$ cat src/rtl/led_pkg.sv
// Constants shared by the switch conditioner and the PWM LED stage.
// Includes the RGB565 field slices and the debounce counter sizing.
package led_pkg;

    localparam int SW_WIDTH = 16;

    localparam int R_MSB = 15;
    localparam int R_LSB = 11;
    localparam int G_MSB = 10;
    localparam int G_LSB = 5;
    localparam int B_MSB = 4;
    localparam int B_LSB = 0;

    // Counter width able to hold 0..cycles.
    function automatic int cnt_width(input int cycles);
        return $clog2(cycles + 1);
    endfunction

endpackage

$ cat src/rtl/switch_debounce_conditioner_debounce_bit.sv
// One switch bit: synchroniser chain, persistence counter and stable register.
// accept_o flags the qualifying edge whether or not the update is enabled.
module debounce_bit
    import led_pkg::*;
#(
    parameter int SYNC_STAGES     = 2,
    parameter int DEBOUNCE_CYCLES = 1000
) (
    input  logic clk_i,
    input  logic rst_i,
    input  logic raw_i,
    input  logic upd_en_i,
    output logic stable_o,
    output logic accept_o
);

    localparam int CW = cnt_width(DEBOUNCE_CYCLES);

    logic [SYNC_STAGES-1:0] sync_q, sync_d;
    logic [CW-1:0]          cnt_q, cnt_d;
    logic                   stable_q, stable_d;
    logic                   sync_bit;

    assign sync_bit = sync_q[SYNC_STAGES-1];
    assign sync_d   = {sync_q[SYNC_STAGES-2:0], raw_i};
    assign stable_o = stable_q;

    always_comb begin
        cnt_d    = cnt_q;
        stable_d = stable_q;
        accept_o = 1'b0;
        if (sync_bit == stable_q) begin
            cnt_d = '0;
        end else if (cnt_q == CW'(DEBOUNCE_CYCLES - 1)) begin
            // A held-off acceptance still restarts the count from zero.
            accept_o = 1'b1;
            cnt_d    = '0;
            if (upd_en_i) stable_d = sync_bit;
        end else begin
            cnt_d = cnt_q + CW'(1);
        end
    end

    always_ff @(posedge clk_i) begin
        if (rst_i) begin
            sync_q   <= '0;
            cnt_q    <= '0;
            stable_q <= 1'b0;
        end else begin
            sync_q   <= sync_d;
            cnt_q    <= cnt_d;
            stable_q <= stable_d;
        end
    end

endmodule

$ cat src/rtl/switch_debounce_conditioner.sv
// Debounces the raw switch word bit by bit and registers a change strobe
// plus the mask of bits that toggled on each stable-word update.
module switch_debounce_conditioner
    import led_pkg::*;
#(
    parameter int WIDTH           = SW_WIDTH,
    parameter int SYNC_STAGES     = 2,
    parameter int DEBOUNCE_CYCLES = 1000
) (
    input  logic             clk_i,
    input  logic             rst_i,
    input  logic [WIDTH-1:0] sw_raw_i,
    input  logic             hold_i,
    output logic [WIDTH-1:0] sw_stable_o,
    output logic             sw_changed_o,
    output logic [WIDTH-1:0] change_mask_o
);

    logic [WIDTH-1:0] accept;
    logic [WIDTH-1:0] mask_d, mask_q;
    logic             changed_d, changed_q;

    for (genvar gi = 0; gi < WIDTH; gi++) begin : g_bit
        debounce_bit #(
            .SYNC_STAGES    (SYNC_STAGES),
            .DEBOUNCE_CYCLES(DEBOUNCE_CYCLES)
        ) u_bit (
            .clk_i   (clk_i),
            .rst_i   (rst_i),
            .raw_i   (sw_raw_i[gi]),
            .upd_en_i(~hold_i),
            .stable_o(sw_stable_o[gi]),
            .accept_o(accept[gi])
        );
    end

    // An accepted bit always differs from the stable word, so the mask is old ^ new.
    assign mask_d    = hold_i ? '0 : accept;
    assign changed_d = |mask_d;

    always_ff @(posedge clk_i) begin
        if (rst_i) begin
            mask_q    <= '0;
            changed_q <= 1'b0;
        end else begin
            mask_q    <= mask_d;
            changed_q <= changed_d;
        end
    end

    assign change_mask_o = mask_q;
    assign sw_changed_o  = changed_q;

endmodule

$ cat config.mk
export PLATFORM = sky130hd
export DESIGN_NAME = switch_debounce_conditioner
export DESIGN_NICKNAME = d
export VERILOG_FILES = /design/src/rtl/led_pkg.sv /design/src/rtl/switch_debounce_conditioner_debounce_bit.sv /design/src/rtl/switch_debounce_conditioner.sv
export SDC_FILE = /design/constraint.sdc
export NUM_CORES = 1
export LEC_CHECK = 0
export CAP_MARGIN = 20
export CORE_MARGIN = 8
export CORE_UTILIZATION = 29
export DETAILED_ROUTE_END_ITERATION = 10
export PLACE_DENSITY_LB_ADDON = 0.12
export REMOVE_ABC_BUFFERS = 1
export SLEW_MARGIN = 25
export SYNTH_ARGS = -nofsm -noshare
export SYNTH_HDL_FRONTEND = slang
export SYNTH_HIERARCHICAL = 1
export SYNTH_SLANG_ARGS = --single-unit
$ cat constraint.sdc
create_clock -name clk_i -period 3.8 [get_ports clk_i]
set_input_delay 0.76 -clock clk_i [delete_from_list [all_inputs] [get_ports clk_i]]
set_output_delay 0.76 -clock clk_i [all_outputs]
set_load 0.02 [all_outputs]
---- Word-level counts from Yosys, hierarchy flattened ----
Cells that the tools add are included.
word-level totals
  input port bits ......................... 19
  word-level logic and storage cells ...... 181
  register bits ........................... 225
cells by class
  eq/ne operators ......................... 32
  muxes and demuxes ....................... 33
  reductions and logical operators ........ 33
  bitwise logic cells ..................... 17
  add/sub/neg operators ................... 16
operator list
  kind                     number
  $add A10 B1 Y10 const B  16
  $eq A10 B10 Y1 const B   16
  $reduce_and A3 Y1        16
  $reduce_or A3 Y1         16
  $mux W1                  32
  $not A1 Y1               17
  $eq A1 B1 Y1             16
  $mux W16                 1
  $reduce_or A16 Y1        1

---- Longest topological paths before layout ----
  depth after elaboration ................. 5
  gate-level depth with buffers ........... 6
  depth with buffers taken out ............ 6

---- Cells and area by module ----
Netlist, hierarchy kept.
by module, submodules not included
  module                              instances  cells an instance  area each (µm²)
  debounce_bit at g_bit[0].u_bit ...  15         59                 566.8
  debounce_bit at g_bit[9].u_bit      1          59                 570.5
  switch_debounce_conditioner         1          42                 506.7

---- Worst setup path before layout ----
OpenSTA, ideal clock, no wires.
  path type ............................... input to register
  from .................................... in hold_i
  to ...................................... reg g_bit[0].u_bit.stable_q
  data required time ...................... 3686 ps
  path buffers ............................ 0
  data arrival time ....................... 1356 ps
  cell stages on the path ................. 4
  setup time .............................. 114 ps
  slack ................................... 2330 ps
  cells stage by stage .................... inv_1 > nand4_1 > mux2i_1 > nor2_1
between the ends
  longest elaborated chain between the ends .. 2
RTL lines
  item                                line                                            source
  from (decl)                         switch_debounce_conditioner.sv:13               input logic hold_i,
  $not A1 Y1 (no source line)         -
  $reduce_and A3 Y1 (no source line)  -
  to (signal assigned)                switch_debounce_conditioner_debounce_bit.sv:52  stable_q <= stable_d;
  to (decl)                           switch_debounce_conditioner_debounce_bit.sv:21  logic stable_q, stable_d;
No other way between the ends.
A chain may end at the register's enable or synchronous reset.

---- Final worst setup path ----
  from .................................... reg g_bit[14].u_bit.stable_q
  to ...................................... out sw_stable_o[14]
RTL lines
  item                    line                                            source
  from (decl)             switch_debounce_conditioner_debounce_bit.sv:21
  from (signal assigned)  switch_debounce_conditioner_debounce_bit.sv:52
  to (decl)               switch_debounce_conditioner.sv:14               output logic [WIDTH-1:0] sw_stable_o,
No word-level cell between the ends.

==> results.md <==
- Number of cell rows: 66
- Synthesis Warnings: 6
- Skew final: 0.0153 ns
- Required @ worst endpoint: 3.04 ns
- CP Buf/Inv Count: 1
- Total power divided by cell area: 455 mW/mm2
- R2r setup slk: 1.54 ns
- Share of layout cells above drive strength 1: 0.135
- Cell area after synthesis: 0.00958 mm2
- Simple-Gate Fraction of Synth Area: 0.279
- Global-route wire length before repair: 33.8 mm
- Worst VDD drop: 273 uV
- Post-DP HPWL: 13.8 mm
- Crit-path slowest cell: clkdlybuf4s50_1
- Die Span X: 198 um
- Comb power frac: 0.017
- Int Power: 0.00421 W
- ANT cells: 0
- Routed met3 length: 953 um
- Worst EP arrival: 1.57 ns
- Post-synthesis sequential area ratio: 0.470
- Final GP Congestion: 0.740
- Synth Area in Compound Gates: 0.112
- Delay-heaviest family, CP: buffers and inverters
- Total gr overflow: 0
- Clock Sinks: 225
- Most frequent cells in the layout: dfxtp_1 (225), nor2_1 (160), xnor2_1 (64)
- Clock power frac: 0.531
- CP Max Fanout: 3
- Crit path capture type: output pin
- Largest family of logic cells by synthesized area: simple AND/OR/NAND/NOR gates
- Non-filler cells, final: 1529
- Placed instance count: 1479
- Pwr Total: 0.00529 W
- CP max stage delay: 0.64 ns
- Slew @ Worst Pin: 0.998 ns
- Final Hold Fails: 0
- First-pass detailed-route iteration total: 5
- XOR/XNOR Fraction of Synth Area: 0.0878
- Fillers: 3336
- Max Slew Vio Count: 0
- Total CTS buffers: 28
- Max Clk Rate: 0.430 GHz
- CP Launch Type: register
- Hold WC Path Type: register to register
- Post-CTS Setup Bufs: 0
- DR iter-0 viols: 339
- Wl on met1: 9.83 mm
- Metal2 WL: 8.39 mm
- Final Critical Period: 2.33 ns
- Area Overhead vs Synth: 21.4%
- Leakage: 3.75 nW
- Hold-fix buffers at CTS: 0
- # port buffers: 51
- CORE AREA: 0.0325 mm2
- Syn avg cell area: 9.72 um2
- Final period util: 0.612
- Synth cell types: 30
- Synth Register Bits: 225
- Status: finished clean
- Cts repair resizes: 0
- Top cell type's share of synthesized area: 0.470
- Ys async rst share: 0
- Syn Inst Count: 986
- Total track usage: 0.102
- Initial antenna violation count: 0
- Largest net degree at the start of global routing: 74
- Drt wl/cell: 13.0 um
- Max-Cap Viols: 0
- Vias: 7091
- Prevailing post-synth register cell: dfxtp_1
- CTS root buf: clkbuf_16
- Initial Util: 0.294
- IO Pins: 52
- CTS tree: built
- Drt total wl: 19.8 mm
- H-tree levels: 1
- NetSw: 0.00108 W
- Final nets: 1102
- Die height: 198 um
- Worst skew pair latency: 0.53 ns
- Final setup fails: 0
- Largest area contributor in the netlist: dfxtp_1
- Area of the die: 0.0391 mm2
- Setup CP Type: register to output pin
- Mux contribution to synthesized area: 0.0167
- Via/cell ratio: 4.64
- Highest metal used: met4
- Vias in the first global route: 6744
- Synth top area cells: dfxtp_1 (47%), nor2_1 (6.3%), xnor2_1 (5.9%), nand4_1 (3.1%), o21ai_2 (2.9%)
- Commonest non-fill, non-tap cell in the layout: dfxtp_1
- Unrepaired setup endpoints after global routing: no
- TNS Setup: 0 ns
- Sequential share of power: 0.452
- Post-synth EDFFs: 0
- Switching share of power: 0.205
- Clock Path Buffers: 3
- Worst-path clk slew: 0.06 ns
- Critical path cell sequence: clkdlybuf4s50_1
- Post-route DRC: 0
- Slew Limit Headroom: 0.334
- Antenna Violating Nets Remaining: 0
- Post-Synth Adder-Cell Area: 0.0209
-- metal layers --
| metal | GRT usage | vias up |
|---|---|---|
| li1 | - | 3689 |
| met1 | 0.139 | 3229 |
| met2 | 0.158 | 128 |
| met3 | 0.0221 | 45 |
| met4 | 0.0351 | 0 |
| met5 | 0 | - |
-- registers in the layout, summed over array words and instances, names as in the netlist --
register              flops
sw_changed_o              1
change_mask_o            16
g_bit.u_bit/cnt_q       160
g_bit.u_bit/stable_o     16
g_bit.u_bit/sync_q       32
-- power by group through the flow --
stage	combinational, W	sequential, W	clock [W]
floorplan	0.0000434	0.00244	0
global placement	0.0000934	0.00244	0
detailed placement	0.0000936	0.00244	0
CTS	0.0000940	0.00239	0.00292
global route	0.000103	0.00239	0.00302
finish	0.0000909	0.00239	0.00281
-- kinds of logic after synthesis --
group,after synthesis
mux,16
buf+inv,34
xor+xnor,96
compound gates,129
simple gates,470
flops,225
fa+ha+maj,16
-- synthesized netlist by cell type, types with 17 or more instances --
cell type and count:
nor2_4 17, nand4_1 48, nor2b_1 32, xnor2_1 64, dfxtp_1 225, a21oi_1 32, o21ai_2 32, nor3_1 32
xor2_1 32, nand2_1 32, nand3_1 32, inv_1 33, a31oi_1 32, nor2_1 160
-- final cells by class --
type	instances	area (um2)	share of cell area
multi-input combinational	727	4940	0.425
sequential	225	4500	0.387
clock buffer	39	833	0.0716
tap	442	553	0.0475
timing repair buffer	52	515	0.0443
clock inverter	11	164	0.0141
inverter	33	124	0.0106
-- path summary, 6_finish.rpt --
check | startpoint | to | cells after the start
worst max-delay path | g_bit[14].u_bit/stable_o | sw_stable_o[14] | 1
worst min register to register | g_bit[1].u_bit/sync_q[0] | g_bit[1].u_bit/sync_q[1] | 1
worst max register to register | g_bit[10].u_bit/cnt_q[0] | sw_changed_o | 6
worst min-delay path | g_bit[1].u_bit/sync_q[0] | g_bit[1].u_bit/sync_q[1] | 1
-- metrics by stage --
| step | utilization | hold slack [ns] | instance area, um2 | worst slack (ns) |
|---|---|---|---|---|
| floorplan | - | 0.414 | 9570 | 2.33 |
| global placement | 0.327 | 0.419 | 10600 | 1.21 |
| detailed placement | 0.327 | 0.423 | 10600 | 1.10 |
| CTS | 0.358 | 0.437 | 11600 | 1.41 |
| global route | 0.358 | 0.450 | 11600 | 1.39 |
| finish | 0.358 | 0.432 | 11600 | 1.47 |
No activity file was read; power rests on OpenSTA's default activity.
